`src/rtl/sysid_pkg.sv`:
```
// Shared constants for the sysid_info_regs register slave: word map, CAPS layout, CONTROL bits.
// Also provides the CAPS word builder and the byte-lane merge used for SCRATCH.
package sysid_pkg;

    localparam int unsigned ADDR_SYSTEM_ID = 0;
    localparam int unsigned ADDR_TIMESTAMP = 1;
    localparam int unsigned ADDR_UPTIME_LO = 2;
    localparam int unsigned ADDR_UPTIME_HI = 3;
    localparam int unsigned ADDR_SCRATCH   = 4;
    localparam int unsigned ADDR_CAPS      = 5;
    localparam int unsigned ADDR_CONTROL   = 6;

    localparam logic [7:0]  CAPS_VERSION     = 8'h02;
    localparam int unsigned CAPS_UPTIME_BIT  = 0;
    localparam int unsigned CAPS_VERSION_LSB = 8;

    localparam int unsigned CTRL_CLEAR_BIT = 0;

    function automatic logic [31:0] caps_word(input logic uptime_present);
        logic [31:0] w;
        w = '0;
        w[CAPS_UPTIME_BIT] = uptime_present;
        w[CAPS_VERSION_LSB +: 8] = CAPS_VERSION;
        return w;
    endfunction

    function automatic logic [31:0] byte_merge(input logic [31:0] old_word,
                                               input logic [31:0] new_word,
                                               input logic [3:0]  lanes);
        logic [31:0] w;
        w = old_word;
        for (int b = 0; b < 4; b++) begin
            if (lanes[b]) w[8*b +: 8] = new_word[8*b +: 8];
        end
        return w;
    endfunction

endpackage

```
`src/rtl/sysid_uptime_counter.sv`:
```
// Free-running 64-bit uptime counter advanced once every PRESCALE clocks; clear restarts prescaler and count.
// tick is high in the cycle the prescaler sits at PRESCALE-1; count updates on the following edge.
module sysid_uptime_counter #(
    parameter int unsigned PRESCALE = 50000
)(
    input  logic        clock,
    input  logic        reset,
    input  logic        clear,
    output logic        tick,
    output logic [63:0] count
);

    localparam int unsigned PS_W = (PRESCALE > 1) ? $clog2(PRESCALE) : 1;
    localparam logic [PS_W-1:0] PS_MAX = PS_W'(PRESCALE - 1);

    logic [PS_W-1:0] prescale_cnt;

    assign tick = (prescale_cnt == PS_MAX);

    // Clear outranks a coincident tick so the count restarts from exactly 0.
    always_ff @(posedge clock) begin
        if (reset || clear) begin
            prescale_cnt <= '0;
            count        <= '0;
        end else if (tick) begin
            prescale_cnt <= '0;
            count        <= count + 64'd1;
        end else begin
            prescale_cnt <= prescale_cnt + 1'b1;
        end
    end

endmodule

```
`src/rtl/sysid_info_regs.sv`:
```
// System-ID register slave: ID, timestamp, scratch, caps, optional uptime (SYSID_UPTIME_EN). Read latency 1, no waitrequest.
// Reading UPTIME_LO latches the high word into a snapshot so software gets a coherent 64-bit pair.
module sysid_info_regs
    import sysid_pkg::*;
#(
    parameter logic [31:0] SYSTEM_ID = 32'h0000_0000,
    parameter logic [31:0] TIMESTAMP = 32'd1537796191,
    parameter int unsigned PRESCALE  = 50000,
    parameter int unsigned ADDR_W    = 3
)(
    input  logic              clock,
    input  logic              reset,
    input  logic [ADDR_W-1:0] address,
    input  logic              read,
    input  logic              write,
    input  logic [31:0]       writedata,
    input  logic [3:0]        byteenable,
    output logic [31:0]       readdata,
    output logic              readdatavalid
);

    logic        sel_uptime_lo;
    logic        sel_scratch;
    logic        sel_control;
    logic [31:0] scratch;
    logic [31:0] uptime_lo;
    logic [31:0] uptime_hi;
    logic [31:0] rd_mux;

    assign sel_uptime_lo = (address == ADDR_W'(ADDR_UPTIME_LO));
    assign sel_scratch   = (address == ADDR_W'(ADDR_SCRATCH));
    assign sel_control   = (address == ADDR_W'(ADDR_CONTROL));

`ifdef SYSID_UPTIME_EN
    localparam logic UPTIME_PRESENT = 1'b1;

    logic        uptime_clear;
    logic        uptime_tick;
    logic [63:0] uptime_count;
    logic [31:0] snapshot;

    assign uptime_clear = write && sel_control && writedata[CTRL_CLEAR_BIT];

    sysid_uptime_counter #(
        .PRESCALE (PRESCALE)
    ) u_uptime (
        .clock (clock),
        .reset (reset),
        .clear (uptime_clear),
        .tick  (uptime_tick),
        .count (uptime_count)
    );

    // Captures the pre-increment high word, matching the low word returned this cycle.
    always_ff @(posedge clock) begin
        if (reset || uptime_clear) begin
            snapshot <= '0;
        end else if (read && sel_uptime_lo) begin
            snapshot <= uptime_count[63:32];
        end
    end

    assign uptime_lo = uptime_count[31:0];
    assign uptime_hi = snapshot;
`else
    localparam logic UPTIME_PRESENT = 1'b0;

    assign uptime_lo = '0;
    assign uptime_hi = '0;
`endif

    always_ff @(posedge clock) begin
        if (reset) begin
            scratch <= '0;
        end else if (write && sel_scratch) begin
            scratch <= byte_merge(scratch, writedata, byteenable);
        end
    end

    always_comb begin
        rd_mux = '0;
        case (address)
            ADDR_W'(ADDR_SYSTEM_ID): rd_mux = SYSTEM_ID;
            ADDR_W'(ADDR_TIMESTAMP): rd_mux = TIMESTAMP;
            ADDR_W'(ADDR_UPTIME_LO): rd_mux = uptime_lo;
            ADDR_W'(ADDR_UPTIME_HI): rd_mux = uptime_hi;
            ADDR_W'(ADDR_SCRATCH):   rd_mux = scratch;
            ADDR_W'(ADDR_CAPS):      rd_mux = caps_word(UPTIME_PRESENT);
            default:                 rd_mux = '0;
        endcase
    end

    // readdata is forced to 0 whenever no read response is being presented.
    always_ff @(posedge clock) begin
        if (reset) begin
            readdata      <= '0;
            readdatavalid <= 1'b0;
        end else begin
            readdata      <= read ? rd_mux : '0;
            readdatavalid <= read;
        end
    end

endmodule
```
`config.mk`:
```
export PLATFORM = sky130hd
export DESIGN_NAME = sysid_info_regs
export DESIGN_NICKNAME = d
export VERILOG_FILES = /design/src/rtl/sysid_pkg.sv /design/src/rtl/sysid_uptime_counter.sv /design/src/rtl/sysid_info_regs.sv
export SDC_FILE = /design/constraint.sdc
export NUM_CORES = 1
export LEC_CHECK = 0
export ABC_CLOCK_PERIOD_IN_PS = 1500
export CORE_UTILIZATION = 50
export CTS_CLUSTER_SIZE = 25
export DETAILED_ROUTE_END_ITERATION = 8
export PLACE_DENSITY = 0.91
export REMOVE_ABC_BUFFERS = 1
export SKIP_CTS_REPAIR_TIMING = 1
export SLEW_MARGIN = 20
export SYNTH_ARGS = -nofsm -noshare
export SYNTH_HDL_FRONTEND = slang
export SYNTH_SLANG_ARGS = --single-unit
```
`constraint.sdc`:
```
create_clock -name clock -period 1.5 [get_ports clock]
set_input_delay 0.15 -clock clock [delete_from_list [all_inputs] [get_ports clock]]
set_output_delay 0.15 -clock clock [all_outputs]
set_load 0.02 [all_outputs]
```
==> results of run 1 <==
## cells by family (layout without fill, tap and decap cells)
| group | Yosys count | count (layout) | synth area share |
|---|---|---|---|
| DFF | 65 | 65 | 0.508 |
| buffers and inverters | 24 | 110 | 0.0654 |
| and+or+nand+nor | 86 | 86 | 0.263 |
| AOI/OAI and AO/OA | 51 | 51 | 0.164 |
## stage by stage
stage | instance area, um2 | power [uW] | hold slack [ns] | setup TNS (ns)
2_1_floorplan | 2400 | 1880 | 0.229 | -61.12
3_3_place_gp | 3410 | 2090 | 0.437 | -2.56
3_5_place_dp | 3410 | 2090 | 0.442 | -4.83
4_1_cts | 3630 | 3700 | 0.403 | 0
5_1_grt | 3630 | 3810 | 0.409 | 0
6_report | 3630 | 3690 | 0.407 | 0
## worst min-delay path by stage
stage,start,end
after floorplan,address[1],readdata[9]
after global placement,scratch[8],readdata[8]
after detailed placement,scratch[1],readdata[1]
after CTS,writedata[17],scratch[17]
after global routing,writedata[7],scratch[7]
final,writedata[17],scratch[17]
## area by class of cell
| type | instances | area, um2 | area share |
|---|---|---|---|
| Sequential cell | 65 | 1300 | 0.358 |
| Multi-Input combinational cell | 137 | 1110 | 0.305 |
| Timing Repair Buffer | 93 | 911 | 0.251 |
| Clock buffer | 15 | 196 | 0.0540 |
| Tap cell | 67 | 83.8 | 0.0231 |
| Clock inverter | 1 | 30.0 | 0.00826 |
| Inverter | 1 | 3.75 | 0.00103 |
## power by group through the flow
stage | Sequential [uW] | Combinational (uW) | Clock (uW)
2_1_floorplan | 1810 | 72.0 | 0
3_3_place_gp | 1790 | 295 | 0
3_5_place_dp | 1790 | 299 | 0
4_1_cts | 1760 | 302 | 1640
5_1_grt | 1760 | 320 | 1740
6_report | 1760 | 303 | 1630
## registers in the layout (all words and copies together), names as in the netlist
register       cells
scratch           32
readdatavalid      1
readdata          32
## cells in the final DEF (no fill, tap or decap)
cell,instances
nand2b_1,32
bufinv_16,1
nand4b_1,32
nand2b_4,1
buf_12,2
buf_4,16
o21ai_0,1
a21o_1,18
clkdlybuf4s50_1,75
nor4bb_4,1
nor4b_4,2
o21ai_2,32
nor3_1,1
clkbuf_1,1
clkbuf_8,14
and2_4,4
inv_1,1
dfxtp_1,65
and2_1,13
## layer usage
metal,wire length [um],up-vias,part of all wire
met2,2710,77,0.47
li1,-,947,-
met5,0,-,0
met1,2500,955,0.44
met3,397,12,0.069
met4,110,0,0.019
==> key figures, run 1 <==
Status
  – Status: completed

Route
  – Starting DRT DRC Count: 176
  – Average wire per standard cell: 15.1 um
  – Total via count after detailed routing: 1991
  – Per-cell via count in the routed design: 5.25
  – DRC errors left: 0
  – DR pass1 iterations: 4
  – Remaining number of nets flagged by the antenna check after routing: 0
  – Routed Wire Length: 5.72 mm

Pwr
  – Cell Int Power: 2930 uW
  – Share of total power in the clock network: 0.442
  – Fraction of power spent switching nets: 0.205
  – Net switching power: 758 uW
  – Pleak: 0.00150 uW
  – Reg power frac: 0.476
  – Logic pwr share: 0.082
  – Maximum ir drop on the vdd rail: 0.595 mV
  – Pwr dens: 1010 mW/mm2

STA
  – Final Hold Viols: 0
  – Final setup vio count: 0
  – Actual slew at the worst max-slew pin: 0.442 ns
  – Clock Skews: 0.00832 ns
  – Minimum clock period after layout: 1.42 ns
  – Portion of the clock cycle consumed by the worst path in the final layout: 0.949
  – Max-slew violations: 0
  – Setup repair after global routing missed its margin: false
  – Post-layout worst setup margin: 0.0759 ns
  – Worst max-slew margin expressed relative to the limit: 0.705
  – Maximum frequency from static timing analysis: 0.702 GHz

Synth
  – Post-synth EDFFs: 0
  – Most common library cells after synthesis: dfxtp_1 (65), nand2b_1 (32), nand4b_1 (32), o21ai_2 (32), a21o_1 (18)
  – Cell area after synthesis: 0.00256 mm2
  – Top cell type's share of synthesized area: 0.508
  – Sequential-to-total area share from yosys stat: 0.508
  – Distinct cell type count of the synthesized netlist: 18
  – FFs w/ async S/R, synth: 0
  – Number of synthesized register bits: 65
  – Dominant cells by area after synthesis: dfxtp_1 (51%), nand4b_1 (11%), o21ai_2 (11%)
  – Main flop type after synthesis: dfxtp_1
  – Yosys warns: 0
  – Gate count of the mapped netlist: 226
  – Most frequently used cell type in the post-synthesis netlist: dfxtp_1
  – Largest area contributor in the netlist: dfxtp_1
  – Syn Area/Cell: 11.3 um2

Place
  – Gpl congestion: 0.732
  – Pre-CTS WS: -0.115 ns
  – Total of buffers placed on input and output ports: 75
  – DPL Wire Length: 3.67 mm
  – Post-Place Cells: 363

Critical path
  – Critical Path Stages: 1
  – Largest stage delay, worst path: 0.60 ns
  – Sequence of cells on the critical path: clkdlybuf4s50_1
  – Signal arrival time at the worst endpoint: 1.27 ns
  – Crit path to: readdata[24]
  – Launch instance of the worst register-to-register path: scratch[9]
  – Endpoint of the lowest-slack register-to-register path: readdata[9]
  – Family of cells with the greatest summed delay on the critical path: buffers and inverters
  – Worst reg2reg setup slack: 0.83 ns
  – Top fanout value on the critical path: 1
  – Critical path endpoint category: output pin
  – WP buf/inv: 1
  – Reg2reg path depth: 2
  – Timing startpoint of the critical path: readdata[24]
  – Worst Setup Start Kind: flip-flop
  – Required arrival time at the worst endpoint: 1.35 ns
  – Master of the slowest instance on the critical path: clkdlybuf4s50_1
  – Crit path kind: flip-flop to output pin

Cells and area
  – Count of filler cells inserted in the layout: 370
  – Share of post-route cells with drive strength above 1: 0.234
  – Final non-filler cell total: 379
  – Syn-to-layout area delta: 41.8%
  – Post-Route Utilization: 0.755
  – Nets@finish: 350
  – Antenna cells: 0

Die
  – Number of placed I/O pins: 76
  – Site row count: 25
  – Chip width: 73.6 um
  – Core Box Area: 0.00482 mm2
  – Total Die Area: 0.00542 mm2
  – Y dimension of the die: 73.6 um
  – Initial Util: 0.532

Clocking
  – Clock latency at the later pin of the worst-skew pair: 0.34 ns
  – Maximum clock insertion buffer count: 2
  – Deepest level of the CTS H-tree: 3
  – CTS Sinks: 65
  – Clock-pin transition on the worst setup and hold timing paths: 0.07 ns
  – Clk Tree Root Cell: clkbuf_8
  – Clock buffers created by TritonCTS: 9
  – Clock tree from TritonCTS: yes

Global routing
  – Vias in the first global route: 1882
  – Global-route layer with the greatest usage: met2
  – Total gr overflow: 0
  – Met2 track demand over resource: 0.352
  – Fraction of met3 tracks used by global routing: 0.0878
  – First-pass GRT wire length: 8.83 mm
  – Grt met1 use: 0.281
  – Antenna violations before repair: 0
  – Pin count of the biggest net entering global routing: 65
  – Global routing usage summed across all routing layers: 0.225

Hold path
  – Worst hold path class: input pin to flip-flop
  – Worst hold path cell count: 3

Flow run
  – Count of max-cap constraint violations: 0
(Power assumes the default switching activity.)
==> run 2: changes to the inputs <==
--- a/config.mk
+++ b/config.mk
@@ -6,6 +6,7 @@
 export NUM_CORES = 1
 export LEC_CHECK = 0
 export ABC_CLOCK_PERIOD_IN_PS = 1500
+export CAP_MARGIN = 20
 export CORE_UTILIZATION = 50
 export CTS_CLUSTER_SIZE = 25
 export DETAILED_ROUTE_END_ITERATION = 8
==> results of run 2 <==
The final DEF is identical to that of run 1; final timing and power are the same.
==> run 3: changes to the inputs <==
--- a/config.mk
+++ b/config.mk
@@ -5,12 +5,13 @@
 export SDC_FILE = /design/constraint.sdc
 export NUM_CORES = 1
 export LEC_CHECK = 0
+export ABC_AREA = 1
 export ABC_CLOCK_PERIOD_IN_PS = 1500
-export CAP_MARGIN = 20
-export CORE_UTILIZATION = 50
+export CORE_MARGIN = 4
+export CORE_UTILIZATION = 47
 export CTS_CLUSTER_SIZE = 25
 export DETAILED_ROUTE_END_ITERATION = 8
-export PLACE_DENSITY = 0.91
+export PLACE_DENSITY = 0.9
 export REMOVE_ABC_BUFFERS = 1
 export SKIP_CTS_REPAIR_TIMING = 1
 export SLEW_MARGIN = 20
==> run 3 against run 2 <==
  * Total power decreased by 12%
  * Clock power shrank 25%
  * Register-to-register slack barely moved
  * Global-route usage decreased by 4.5 points
  * Synthesized area down 16%
  * Largest power group unchanged
  * Non-clock buffer count decreased by 7
  * Critical endpoint is now readdata[28]
  * Cell area is 13% lower
  * Clock skew shrank 0.0039 ns
  * First-iteration DRC count fell by 34%
  * Die area rose by 6.2%
  * Critical path type unchanged
  * Combinational power shrank 20%
==> key figures, run 3 <==
STA
  – Clock Skews: 0.00441 ns (was 0.00832 ns)
  – Setup repair after global routing missed its margin: false (unchanged)
  – Actual slew at the worst max-slew pin: 0.332 ns (was 0.442 ns)
  – Final Hold Viols: 0 (unchanged)
  – Post-layout worst setup margin: 0.0594 ns (was 0.0759 ns)
  – Minimum clock period after layout: 1.44 ns (was 1.42 ns)
  – Final setup vio count: 0 (unchanged)
  – Portion of the clock cycle consumed by the worst path in the final layout: 0.960 (was 0.949)
  – Maximum frequency from static timing analysis: 0.694 GHz (was 0.702 GHz)
  – Worst max-slew margin expressed relative to the limit: 0.779 (was 0.705)
  – Max-slew violations: 0 (unchanged)
  – Total Neg Setup Slack: 0 ns (unchanged)

Global routing
  – Pin count of the biggest net entering global routing: 33 (was 65)
  – Vias in the first global route: 1781 (was 1882)
  – Global routing usage summed across all routing layers: 0.180 (was 0.225)
  – Total gr overflow: 0 (unchanged)
  – First-pass GRT wire length: 7.62 mm (was 8.83 mm)
  – Antenna violations before repair: 0 (unchanged)

Cells and area
  – Most common library cell in the layout ignoring fill and taps: nor2_1 (was clkdlybuf4s50_1)
  – Commonest cells after routing, fill and taps aside: nor2_1 (79), clkdlybuf4s50_1 (75), dfxtp_1 (65) (was clkdlybuf4s50_1 (75), dfxtp_1 (65), nand2b_1 (32), nand4b_1 (32), o21ai_2 (32))
  – Nets@finish: 411 (was 350)
  – Regs by FF count: readdata (32), scratch (32), readdatavalid (1) (unchanged)
  – Antenna cells: 0 (unchanged)
  – Share of post-route cells with drive strength above 1: 0.0699 (was 0.234)
  – Syn-to-layout area delta: 46.7% (was 41.8%)

Route
  – Remaining number of nets flagged by the antenna check after routing: 0 (unchanged)
  – DRC errors left: 0 (unchanged)
  – Met3 routed WL: 390 um (was 397 um)
  – Uppermost layer routed: met4 (unchanged)
  – Met1 WL: 1.98 mm (was 2.50 mm)
  – Starting DRT DRC Count: 117 (was 176)
  – Per-cell via count in the routed design: 4.47 (was 5.25)
  – Total via count after detailed routing: 1896 (was 1991)
  – Routed Wire Length: 4.81 mm (was 5.72 mm)
  – Met2 routed wirelength: 2.31 mm (was 2.71 mm)
  – DR pass1 iterations: 4 (unchanged)
  – Average wire per standard cell: 11.3 um (was 15.1 um)

Place
  – DPL Wire Length: 3.42 mm (was 3.67 mm)
  – Pre-CTS WS: 0.0673 ns (was -0.115 ns)
  – Total of buffers placed on input and output ports: 75 (unchanged)
  – Gpl congestion: 0.743 (was 0.732)

Critical path
  – Top fanout value on the critical path: 1 (unchanged)
  – Timing startpoint of the critical path: readdata[28] (was readdata[24])
  – Worst Setup Start Kind: flip-flop (unchanged)
  – Signal arrival time at the worst endpoint: 1.29 ns (was 1.27 ns)
  – Family of cells with the greatest summed delay on the critical path: buffers and inverters (unchanged)
  – Sequence of cells on the critical path: clkdlybuf4s50_1 (unchanged)
  – Launch instance of the worst register-to-register path: scratch[0] (was scratch[9])
  – Required arrival time at the worst endpoint: 1.35 ns (about the same)
  – Critical path endpoint category: output pin (unchanged)
  – Crit path kind: flip-flop to output pin (unchanged)
  – WP buf/inv: 1 (unchanged)
  – Master of the slowest instance on the critical path: clkdlybuf4s50_1 (unchanged)
  – Largest stage delay, worst path: 0.61 ns (was 0.60 ns)

Pwr
  – Cell Int Power: 2520 uW (was 2930 uW)
  – Share of total power in the clock network: 0.379 (was 0.442)
  – Pleak: 0.00148 uW (was 0.00150 uW)
  – Maximum ir drop on the vdd rail: 0.761 mV (was 0.595 mV)
  – Pwr dens: 1020 mW/mm2 (was 1010 mW/mm2)
  – Fraction of power spent switching nets: 0.220 (was 0.205)
  – Logic pwr share: 0.075 (was 0.082)
  – Reg power frac: 0.546 (was 0.476)
  – Net switching power: 710 uW (was 758 uW)

Synth
  – Sequential-to-total area share from yosys stat: 0.602 (was 0.508)
  – Syn Area/Cell: 7.67 um2 (was 11.3 um2)
  – Yosys warns: 0 (unchanged)
  – Number of synthesized register bits: 65 (unchanged)
  – Portion of netlist area occupied by mux cells: 0 (unchanged)
  – Adder-cell share of the synthesized area: 0 (unchanged)
  – Most frequently used cell type in the post-synthesis netlist: nor2_1 (was dfxtp_1)
  – Dominant cells by area after synthesis: dfxtp_1 (60%), nor2_1 (14%), nand2_1 (11%) (was dfxtp_1 (51%), nand4b_1 (11%), o21ai_2 (11%))
  – Top cell type's share of synthesized area: 0.602 (was 0.508)
  – Largest family of logic cells by synthesized area: simple AND/OR/NAND/NOR gates (unchanged)
  – Post-synthesis simple-gate area fraction: 0.270 (was 0.263)
  – Xor-xnor portion of the synthesized cell area: 0 (unchanged)
  – Most common library cells after synthesis: nor2_1 (79), dfxtp_1 (65), nand2_1 (64) (was dfxtp_1 (65), nand2b_1 (32), nand4b_1 (32), o21ai_2 (32), a21o_1 (18))
  – Gate count of the mapped netlist: 282 (was 226)
  – Largest area contributor in the netlist: dfxtp_1 (unchanged)
  – Post-synthesis compound-gate area fraction: 0.0440 (was 0.164)
  – FFs w/ async S/R, synth: 0 (unchanged)
  – Main flop type after synthesis: dfxtp_1 (unchanged)
  – Cell area after synthesis: 0.00216 mm2 (was 0.00256 mm2)
  – Post-synth EDFFs: 0 (unchanged)
  – Distinct cell type count of the synthesized netlist: 11 (was 18)

Hold path
  – Worst hold path class: input pin to flip-flop (unchanged)
  – Startpoint of the lowest-slack hold path: writedata[7] (was writedata[17])

Clocking
  – Clk Tree Root Cell: clkbuf_8 (unchanged)
  – Clock buffers created by TritonCTS: 9 (unchanged)
  – Deepest level of the CTS H-tree: 3 (unchanged)
  – Clock-pin transition on the worst setup and hold timing paths: 0.06 ns (was 0.07 ns)
  – Clock latency at the later pin of the worst-skew pair: 0.33 ns (was 0.34 ns)
  – CTS Sinks: 65 (unchanged)
  – Clock tree from TritonCTS: yes (unchanged)
  – Maximum clock insertion buffer count: 2 (unchanged)

Die
  – Chip width: 75.8 um (was 73.6 um)
  – Initial Util: 0.490 (was 0.532)
  – Core Box Area: 0.00441 mm2 (was 0.00482 mm2)
  – Total Die Area: 0.00575 mm2 (was 0.00542 mm2)
  – Y dimension of the die: 75.8 um (was 73.6 um)
  – Site row count: 24 (was 25)
  – Number of placed I/O pins: 76 (unchanged)

Status
  – Status: completed (unchanged)

Flow run
  – Count of max-cap constraint violations: 0 (unchanged)
[run 3: final cells by class]
type	count	area, um2
well taps	52	65.1
fillers	360	1240
flip-flops and latches	65	1300
repair buffers	86	833
inverters	36	135
clock inverters	4	20.0
clock buffers	11	141
multi-input cells	170	678
[run 3: tightest hold or removal path, cell delays in order]
cell and delay [ns]:
clkdlybuf4s50_1 0.39, nor2_1 0.10, nor2_1 0.05
[run 3: cells by family after synthesis]
logic type             after synthesis
and+or+nand+nor                    151
DFF                                 65
AOI/OAI and AO/OA                   19
buffers and inverters               47
[run 3: worst paths after layout]
check	cells after the start	end	slack (ns)
worst min register to register	2	readdata[5]	0.44
worst max-delay path	1	readdata[28]	0.06
worst max register to register	4	scratch[0]	0.84
worst min-delay path	3	scratch[7]	0.39
[run 3: through the flow]
stage	instance area (um2)	utilization	std cells	hold slack (ns)	power, uW
finish	3170	0.719	424	0.391	3230
floorplan	2110	-	271	0.255	1880
detailed placement	3010	0.683	409	0.430	2040
CTS	3170	0.719	424	0.381	3270
global placement	3010	0.683	409	0.420	2040
global route	3170	0.719	424	0.399	3360
[run 3: power groups by stage]
stage                     Sequential [uW]  Combinational (uW)  Clock, uW
final                                1760                 241       1230
after global placement               1800                 238          0
after CTS                            1760                 243       1260
after detailed placement             1800                 242          0
after floorplan                      1810                64.1          0
after global routing                 1770                 265       1330
[run 3: per-layer routing]
| metal | global-route usage | vias up |
|---|---|---|
| li1 | - | 1006 |
| met1 | 0.196 | 817 |
| met2 | 0.303 | 59 |
| met3 | 0.0580 | 14 |
| met4 | 0.107 | 0 |
| met5 | 0 | - |
==> RTL edit, RTL diff (settings of run 3) <==
Remove the register `readdatavalid`: a continuous assignment takes its place, so the output `readdatavalid` follows one clock earlier.
--- a/src/rtl/sysid_info_regs.sv
+++ b/src/rtl/sysid_info_regs.sv
@@ -95,10 +95,10 @@
         if (reset) begin
             readdata      <= '0;
-            readdatavalid <= 1'b0;
         end else begin
             readdata      <= read ? rd_mux : '0;
-            readdatavalid <= read;
         end
     end
 
+    assign readdatavalid = read;
+
 endmodule
Formal check against the unedited RTL: not equivalent (a bounded check fails within 4 cycles, from zero or initial values and one cycle with reset high).
==> RTL edit against run 3 <==
Combinational power up 2%; wire length up 5.3%; register-to-register slack worse by 0.03 ns; sequential cell count down 1; clock skew up 0.0027 ns; setup slack better by 0.0078 ns; final area about the same; power up 3.1%; count of clock-buffer cells in the layout up 2; synthesized area down 0.58%; critical path type unchanged.
==> RTL edit: results (changes against run 3) <==
| Metric | Value |
|---|---|
| IO Port Bufs | 75 (unchanged) |
| First-pass GRT wire length | 7710 um (+1.3%) |
| Fillers | 335 (-6.9%) |
| Initial DRC Count | 85 (-27%) |
| Worst Path Max Fanout | 1 (unchanged) |
| Clock skew | 0.00716 ns (+0.00275 ns) |
| Top Registers | readdata (32), scratch (32) |
| Netlist cell types | 12 (+1) |
| Synth Area in Compound Gates | 4.42% (+0.026 points) |
| H-tree Lvls | 3 (unchanged) |
| WL final | 5070 um (+5.3%) |
| Synth cell count leaders | nor2_1 (79), dfxtp_1 (64), nand2_1 (64), inv_1 (36), o21ai_0 (18) |
| P_leak | 1.47 nW (-0.17%) |
| WP data arrival | 1.28 ns |
| Total GRT Usage | 19.0% (+1.0 points) |
| Outcome | finished clean |
| Synth top area cells | dfxtp_1 (60%), nor2_1 (14%), nand2_1 (11%) |
| Layout cell share with drive strength beyond 1 | 6.25% (-0.74 points) |
| Vias in the first global route | 1761 (-1.1%) |
| Slew HR | 77.1% (-0.83 points) |
| Register area share after synthesis | 59.6% (-0.58 points) |
| Via density | 4.69 (+4.8%) |
| Final ANT Viol Nets | 0 (unchanged) |
| Fin nets | 406 (-1.2%) |
| GPL Wtd Cong | 0.772 (+3.9%) |
| Post-DP HPWL | 3370 um (-1.5%) |
| Peak VDD IR | 0.877 mV (+15%) |
| Reg clk slew, reported paths | 0.07 ns |
RTL edit: final cells by class:
cell class,instances,area [sq um],area share (%)
Tap cell,52,65.1,2.05
Clock buffer,13,169,5.33
Multi-Input combinational cell,170,678,21.4
Timing Repair Buffer,82,828,26.1
Inverter,36,135,4.26
Clock inverter,3,15.0,0.473
Sequential cell,64,1280,40.4
RTL edit: cells by family after synthesis:
group | after synthesis
and+or+nand+nor | 151
DFF | 64
AOI/OAI and AO/OA | 19
buffers and inverters | 48
RTL edit: worst register-to-register path, stage by stage, from the launching register on:
cell and delay, ns:
dfxtp_1 0.33, inv_1 0.06, nand2_1 0.07, nand2_1 0.04, nor2_1 0.13
RTL edit: final timing paths:
check | start | end | slack (ns) | cells past startpoint
worst min register to register | scratch[22] | readdata[22] | 0.44 | 2
worst max-delay path | readdata[24] | readdata[24] | 0.07 | 1
worst max register to register | scratch[17] | scratch[17] | 0.81 | 4
worst min-delay path | writedata[27] | scratch[27] | 0.39 | 3
RTL edit: per-stage QoR:
step	hold WS, ns	setup WS, ns	std cells	area (sq um)
3_5_place_dp	0.426	0.0244	404	2990
3_3_place_gp	0.418	0.0855	404	2990
2_1_floorplan	0.285	0.340	270	2090
5_1_grt	0.381	0.0223	420	3170
4_1_cts	0.375	0.0485	420	3170
6_report	0.387	0.0672	420	3170
RTL edit: metal layers:
layer,part of all wire (%),vias up,global-route usage [%]
met1,40,880,21.1
li1,-,993,-
met4,2.7,0,11.7
met2,48,82,31.3
met5,0,-,0
met3,9.3,14,6.60
RTL edit: power by group:
part / switching [W] / total (W) / internal (W)
combinational: 0.000105 / 0.000246 / 0.000141
clock: 0.000625 / 0.00135 / 0.000727
sequential: 0.00000785 / 0.00174 / 0.00173
total: 0.000737 / 0.00333 / 0.00260
